===== config.mk =====
export PLATFORM = sky130hd
export DESIGN_NAME = turn_seq_param_flat
export DESIGN_NICKNAME = d
export VERILOG_FILES = /design/src/rtl/turn_seq_param_pkg.sv /design/src/rtl/turn_seq_param_if.sv /design/src/rtl/turn_seq_param_tick_gen.sv /design/src/rtl/turn_seq_param.sv /design/src/flat_wrapper.sv
export SDC_FILE = /design/constraint.sdc
export NUM_CORES = 1
export LEC_CHECK = 0
export BUFFER_PORTS_ARGS = -buffer_cell sky130_fd_sc_hd__buf_4
export CAP_MARGIN = 15
export CORE_AREA = 4 4 41 43
export CTS_BUF_LIST = sky130_fd_sc_hd__clkbuf_16
export CTS_CLUSTER_DIAMETER = 30
export DETAILED_ROUTE_END_ITERATION = 6
export DIE_AREA = 0 0 45 47
export GPL_ROUTABILITY_DRIVEN = 1
export PLACE_DENSITY = 0.77
export SYNTH_ARGS = -nofsm -noshare
export SYNTH_HDL_FRONTEND = slang
export SYNTH_SLANG_ARGS = --single-unit

===== constraint.sdc =====
create_clock -name clk -period 5.3 [get_ports clk]
set_input_delay 0.265 -clock clk [delete_from_list [all_inputs] [get_ports clk]]
set_output_delay 0.265 -clock clk [all_outputs]
set_load 0.02 [all_outputs]

===== src/rtl/turn_seq_param_pkg.sv =====
// turn_seq_pkg: state codes and state width shared by the lamp sequencer and other lab FSMs
package turn_seq_pkg;
    localparam int STATE_W = 3;
    typedef enum logic [STATE_W-1:0] {
        IDLE    = 3'd0,
        LEFT    = 3'd1,
        RIGHT   = 3'd2,
        HAZ_ON  = 3'd3,
        HAZ_OFF = 3'd4
    } state_e;
endpackage


===== src/rtl/turn_seq_param_if.sv =====
// turn_seq_param_if: driver switch requests in, lamp drive and debug state out
interface turn_seq_param_if #(parameter int LAMPS = 3);
    import turn_seq_pkg::*;
    logic               L;
    logic               R;
    logic               H;
    logic [LAMPS-1:0]   lamps_l;
    logic [LAMPS-1:0]   lamps_r;
    logic [STATE_W-1:0] state;
    logic               busy;
    modport master (output L, R, H, input lamps_l, lamps_r, state, busy);
    modport slave  (input L, R, H, output lamps_l, lamps_r, state, busy);
endinterface


===== src/rtl/turn_seq_param_tick_gen.sv =====
// tick_gen: free-running prescaler, one-cycle tick every DIV clocks
module tick_gen #(
    parameter int DIV = 4
) (
    input  logic clk,
    input  logic Reset,
    output logic tick
);
    localparam int W = DIV > 1 ? $clog2(DIV) : 1;
    localparam logic [W-1:0] LAST = W'(DIV - 1);
    logic [W-1:0] pc_q, pc_d;
    assign tick = pc_q == LAST;
    assign pc_d = tick ? '0 : pc_q + W'(1);
    always_ff @(posedge clk) begin
        pc_q <= Reset ? '0 : pc_d;
    end
endmodule


===== src/rtl/turn_seq_param.sv =====
// turn_seq_param: turn/hazard lamp sequencer, LAMPS-wide sweep per side, ticked by tick_gen
module turn_seq_param
    import turn_seq_pkg::*;
#(
    parameter int LAMPS = 3,
    parameter int DIV   = 4
) (
    input logic             clk,
    input logic             Reset,
    turn_seq_param_if.slave bus
);
    localparam int KW = $clog2(LAMPS + 1);
    localparam logic [KW-1:0] K_LAST = KW'(LAMPS);
    localparam logic [LAMPS:0] ONE = (LAMPS + 1)'(1);
    state_e           state_q, state_d;
    logic [KW-1:0]    k_q, k_d;
    logic [LAMPS-1:0] ll_q, ll_d, lr_q, lr_d;
    logic [LAMPS:0]   sweep;
    logic             tick, haz;
    tick_gen #(.DIV(DIV)) u_tick (.clk(clk), .Reset(Reset), .tick(tick));
    assign haz = bus.H | (bus.L & bus.R);
    always_comb begin
        state_d = state_q;
        k_d     = k_q;
        if (tick) begin
            case (state_q)
                IDLE: begin
                    if (haz) begin
                        state_d = HAZ_ON;
                    end else if (bus.L) begin
                        state_d = LEFT;
                        k_d     = KW'(1);
                    end else if (bus.R) begin
                        state_d = RIGHT;
                        k_d     = KW'(1);
                    end
                end
                LEFT, RIGHT: begin
                    if (haz) begin
                        state_d = HAZ_ON;
                        k_d     = '0;
                    end else if (k_q < K_LAST) begin
                        k_d = k_q + KW'(1);
                    end else begin
                        state_d = IDLE;
                        k_d     = '0;
                    end
                end
                HAZ_ON:  state_d = HAZ_OFF;
                HAZ_OFF: state_d = haz ? HAZ_ON : IDLE;
                default: begin
                    state_d = IDLE;
                    k_d     = '0;
                end
            endcase
        end
    end
    // (1<<k)-1 with one spare bit so k==LAMPS yields all ones
    assign sweep = (ONE << k_d) - ONE;
    assign ll_d  = state_d == LEFT  ? sweep[LAMPS-1:0] : state_d == HAZ_ON ? '1 : '0;
    assign lr_d  = state_d == RIGHT ? sweep[LAMPS-1:0] : state_d == HAZ_ON ? '1 : '0;
    always_ff @(posedge clk) begin
        if (Reset) begin
            state_q <= IDLE;
            k_q     <= '0;
            ll_q    <= '0;
            lr_q    <= '0;
        end else begin
            state_q <= state_d;
            k_q     <= k_d;
            ll_q    <= ll_d;
            lr_q    <= lr_d;
        end
    end
    assign bus.lamps_l = ll_q;
    assign bus.lamps_r = lr_q;
    assign bus.state   = state_q;
    assign bus.busy    = state_q != IDLE;
endmodule


===== src/flat_wrapper.sv =====
// flat-port wrapper written by rule: the top's interface ports become plain ports
module turn_seq_param_flat import turn_seq_pkg::*;
#(
    parameter int LAMPS = 3,
    parameter int DIV   = 4
)
  (clk, Reset, bus_L, bus_R, bus_H, bus_lamps_l, bus_lamps_r, bus_state, bus_busy);
  turn_seq_param_if #(.LAMPS(LAMPS)) bus_i ();
  input logic clk;
  input logic Reset;
  input wire logic [$bits(bus_i.L)-1:0] bus_L;
  input wire logic [$bits(bus_i.R)-1:0] bus_R;
  input wire logic [$bits(bus_i.H)-1:0] bus_H;
  output wire logic [$bits(bus_i.lamps_l)-1:0] bus_lamps_l;
  output wire logic [$bits(bus_i.lamps_r)-1:0] bus_lamps_r;
  output wire logic [$bits(bus_i.state)-1:0] bus_state;
  output wire logic [$bits(bus_i.busy)-1:0] bus_busy;
  assign bus_i.L = bus_L;
  assign bus_i.R = bus_R;
  assign bus_i.H = bus_H;
  assign bus_lamps_l = bus_i.lamps_l;
  assign bus_lamps_r = bus_i.lamps_r;
  assign bus_state = bus_i.state;
  assign bus_busy = bus_i.busy;
  turn_seq_param #(.LAMPS(LAMPS), .DIV(DIV)) u_core (.clk(clk), .Reset(Reset), .bus(bus_i));
endmodule

# Word level (Yosys, flattened, before mapping)
# Index checks and enable logic that the tools add are counted.
[totals]
regBits = 13
in_bits = 5
out_inout_bits = 10
[classes]
n_addsub = 3
order_cmp = 1
eq_ne = 8
shifts = 1
mux = 18
bitwise_logic = 2
reduce_logical = 5
[op_table]
columns = ["operator", "count"]
rows = [
  ["$mux W3", 9],
  ["$mux W2", 7],
  ["$eq A3 B2 Y1 const B", 4],
  ["$pmux W3 S4", 1],
  ["$eq A3 B1 Y1 const B", 2],
  ["$pmux W2 S3", 1],
  ["$reduce_or A2 Y1", 3],
  ["$add A2 B1 Y2 const B", 2],
  ["$eq A3 B3 Y1 const B", 1],
  ["$logic_not A3 Y1", 1],
  ["$reduce_bool A3 Y1", 1],
  ["$shl A1 B2 Y3 const A", 1],
  ["$sub A3 B1 Y3 const B", 1],
  ["$eq A2 B2 Y1 const B", 1],
  ["$lt A2 B2 Y1 const B", 1],
  ["$and A1 B1 Y1", 1],
  ["$or A1 B1 Y1", 1],
]

# Logic depth before layout (Yosys ltp)
[logic_depth]
ltp_word = 8
ltp_mapped = 7
depth_no_buf = 6

# By module
# From an unflattened synthesis, not the netlist that was laid out.
[unflattened]
cells_unflattened = 76
hier_area_um2 = 678.2
[modules_own_cells]
columns = ["module", "instances", "cells_each", "area_each_um2", "seq_area_each_um2"]
rows = [
  ["turn_seq_param", 1, 71, 603.1, 220.2],
  ["tick_gen", 1, 5, 75.1, 40.0],
]

# Least setup slack after synthesis
# No wires, ideal clock.
[synth_timing]
path_kind = "register to register"
startpoint = "register u_core.state_q[2], in the netlist u_core.bus.state[2]"
endpoint = "register u_core.ll_q[0], in the netlist u_core.bus.lamps_l[0]"
setup_ps = 159
arrival_time_ps = 1634
required_ps = 5141
path_slack_ps = 3507
stages_incl_launch_ff = 8
n_path_buf = 1
period_less_slack_ps = 1793
cell_sequence = "dfxtp_1 > buf_2 > nor3_2 > inv_1 > a21oi_1 > a211oi_1 > nor2b_4 > a2111oi_1"
[synth_via]
elab_chain_len = 8
elab_cells_between_ends = 22
classes_between = "1 x add/sub; 6 x eq/ne; 1 x shift; 11 x mux; 3 x reduce/logical"
[synth_rtl]
columns = ["element", "line", "source"]
rows = [
  ["start, declared", "turn_seq_param.sv:15", "state_e state_q, state_d;"],
  ["start signal, assigned", "turn_seq_param.sv:69", "state_q <= state_d;"],
  ["branches (longest 7 deep; another with $sub A3 B1 Y3)", "--", ""],
  ["$mux W3 *", "turn_seq_param.sv:60", "assign ll_d = state_d == LEFT ? sweep[LAMPS-1:0] : state_d == HAZ_ON ? '1 : '0;"],
  ["end signal, assigned", "turn_seq_param.sv:71", "ll_q <= ll_d;"],
  ["end, declared", "turn_seq_param.sv:17", "logic [LAMPS-1:0] ll_q, ll_d, lr_q, lr_d;"],
]
# Mark *: on every way between the ends.
# A chain may end at the register's enable or synchronous reset.

# Worst setup path in the final report
[layout_timing]
startpoint = "register u_core.state_q[2], in the netlist u_core.bus.state[2]"
endpoint = "register u_core.lr_q[2], in the netlist u_core.bus.lamps_r[2]"
[layout_via]
elab_chain_len = 8
elab_cells_between_ends = 22
classes_between = "1 x add/sub; 6 x eq/ne; 1 x shift; 11 x mux; 3 x reduce/logical"
[layout_rtl]
columns = ["element", "line", "source"]
rows = [
  ["branches (longest 7 deep; another with $sub A3 B1 Y3)", "--", ""],
  ["$mux W3 *", "turn_seq_param.sv:61", "assign lr_d = state_d == RIGHT ? sweep[LAMPS-1:0] : state_d == HAZ_ON ? '1 : '0;"],
  ["end signal, assigned", "turn_seq_param.sv:72", "lr_q <= lr_d;"],
  ["end, declared", "turn_seq_param.sv:17", ""],
]
# Marked as above.

==> flow_summary.yaml <==
status:
  status: "complete, no violations"
synthesis:
  synth_ff_type: "dfxtp_1"
  avgSynthCellArea_um2: 9.21
  async_flop_share_pct: 0
  synth-xor-area-share_pct: 2.54
  yosysTopAreaCellShare_pct: 37.7
  ys_seq_elements: 13
  synth_cell_type_count: 34
  syn_area_um2: 691
  post_synth_fa_ha_maj_area_fraction_pct: 3.62
  synth_compound_area_share_pct: 29.7
  synth_most_common_cell: "dfxtp_1"
  synth_edf_count: 0
  synth_commonest_cells: "13 x dfxtp_1, 5 x inv_1, 5 x nand2_1, 5 x nor2_1"
  synth.area.mux_share_pct: 0
  syn-num-nets: 82
  synth_cells: 75
  synthTopCellsByArea: "dfxtp_1 38%, a2111oi_1 5.8%, a2111oi_2 4.3%"
  seq_area_frac_synth_pct: 37.7
  synth_simple_gate_area_share_pct: 19.2
  yosysTopAreaCell: "dfxtp_1"
  ys_warn_count: 0
  synth_top_family_by_area: "compound AO/OA/AOI/OAI gates"
final_layout:
  drive_gt1_share_pct: 26.1
  n_antenna_cell: 0
  final_nets: 96
  stdcell_area_um2: 862
  final_cells: 103
  area_growth_syn_to_layout_pct: 24.8
clock_network:
  ctsResizeCount: 0
  cts-root-buf: "clkbuf_16"
  clkTransAtPathRegs_ns: 0.04
  cts.path.max_buffers: 2
  holdBufCountCts: 0
  clock_sinks: 13
  cts_tree: "built"
  cts_buffers: 3
  clk_latency_ns: 0.24
  htreeDepth: 1
  post-cts-setup-buffers: 0
die:
  initial_core_util_pct: 53.1
  row_count: 13
  pin_count: 15
  die_x_um: 45
  core_mm2: 0.00130
  die_area_mm2: 0.00212
  die_h_um: 47
place:
  dp_hpwl_um: 999
  port_buffers: 14
  gp_congestion: 0.756
  dpl-instance-area_um2: 783
  place_inst: 99
timing:
  setup_viol: 0
  clock.fmax_mhz: 508
  rsz0062_at_grt: "false"
  slew_violations: 0
  tightest_slew_ns: 0.776
  fin_crit_sh_pct: 37.2
  clock_skew_ns: 0.000864
  final_hold_viol_count: 0
  holdWs_ns: 0.319
  relSlewSlack_pct: 47.6
  fin_crit_ns: 1.97
  setup_tns_ns: 0
hold_path:
  holdCritPathClass: "input port to flip-flop"
run:
  drv_cap: 0
worst_setup_path:
  slowest_stage: "dfxtp_1"
  cp.required_ns: 5.43
  cpPeakStageDelay_ns: 0.55
  worstPathMaxFanout: 12
  critical_path.startpoint_type: "flip-flop"
  cp.arrival_ns: 2.10
  endpoint_kind: "flip-flop"
  worstPathCellList: "or3b_1 > a31oi_1 > a211oi_1 > nand2b_1 > a2111oi_2"
  critPathKind: "flip-flop to flip-flop"
drt:
  vias_per_cell: 6.05
  remaining_drc_errors: 0
  antenna_left: 0
  drt_iter0_drc: 20
  vias: 623
  drt_pass1_iterations: 4
  routed_wl_um: 1520
  wire_per_inst_um: 14.7
pwr:
  ir_drop_mv: 0.303
  pwr_density_cell_mw_per_mm2: 354
  finalPower_mw: 0.306
  cellLeakagePower_nw: 0.353
grt:
  gr-total-overflow: 0
  antenna_found_initial: 0
  grtUsageTotal_pct: 16.3
  grt_pass1_wl_um: 2450
  grt_max_degree: 15
  grt_pass1_vias: 543
## logic make-up after synthesis
kind of cell             Yosys count
buffers and inverters             10
AND/OR/NAND/NOR                   23
flip-flops                        13
XOR/XNOR                           2
adder cells (fa/ha/maj)            2
AO/OA/AOI/OAI                     25
## flip-flops by register name, indices dropped and copies added, names as in the netlist, named ones only
| register | cells |
|---|---|
| u_core.k_q | 2 |
| u_core.u_tick.pc_q | 2 |
| u_core.bus.lamps_l | 3 |
| u_core.bus.lamps_r | 3 |
| u_core.bus.state | 2 |
## metrics by stage
stage | setup WS (ns) | utilization, %
6_report | 3.33 | 66.3
5_1_grt | 3.16 | 66.3
4_1_cts | 3.34 | 66.3
3_5_place_dp | 3.39 | 60.2
3_3_place_gp | 3.39 | 60.2
2_1_floorplan | 3.51 | -
## layout make-up
| cell class | count | area [um^2] |
|---|---|---|
| well taps | 15 | 18.8 |
| repair buffers | 14 | 105 |
| multi-input cells | 52 | 380 |
| fillers | 113 | 439 |
| clock inverters | 1 | 3.75 |
| inverters | 5 | 18.8 |
| flip-flops and latches | 13 | 260 |
| clock buffers | 3 | 75.1 |
## cell usage in the layout (no fill, tap or decap), drive strengths merged
master	count
ha	2
xor2	1
o22ai	1
nor2b	3
o221ai	1
a21oi	4
o21ai	2
nand3b	1
nor2	5
nor3b	1
nor4	2
o31a	1
nand2	5
nor3	3
a31o	1
dfxtp	13
a211oi	1
a21boi	1
clkbuf	3
a41oi	1
a31oi	2
a2111oi	6
buf	14
a211o	1
o22a	1
inv	6
o221a	1
or3b	1
nand2b	2
xnor2	1
a21o	1
## per-layer routing
metal	vias to the layer above	global-route usage [%]	wire length (um)
met5	-	0	0
met4	0	6.43	27
met3	4	6.13	102
met2	25	22.0	673
met1	285	23.1	715
li1	309	-	-
## power breakdown
| part | internal, mW | switching (mW) |
|---|---|---|
| Clock | 0.0992 | 0.0387 |
| Combinational | 0.0232 | 0.0318 |
| Sequential | 0.104 | 0.00862 |
## path summary, 6_finish.rpt
kind	from	to	slack [ns]	cells past startpoint
worst max register to register	u_core.bus.state[2]	u_core.bus.lamps_r[2]	3.33	5
worst max-delay path	u_core.bus.state[2]	u_core.bus.lamps_r[2]	3.33	5
worst min-delay path	Reset	u_core.u_tick.pc_q[0]	0.32	2
worst min register to register	u_core.u_tick.pc_q[0]	u_core.u_tick.pc_q[0]	0.43	1
## critical path: cells and delay by family (launching register included)
| kind | cells | cell delay [ns] |
|---|---|---|
| flops | 1 | 0.55 |
| compound gates | 3 | 0.69 |
| simple gates | 2 | 0.63 |
Power figures use the tool's default switching activity.
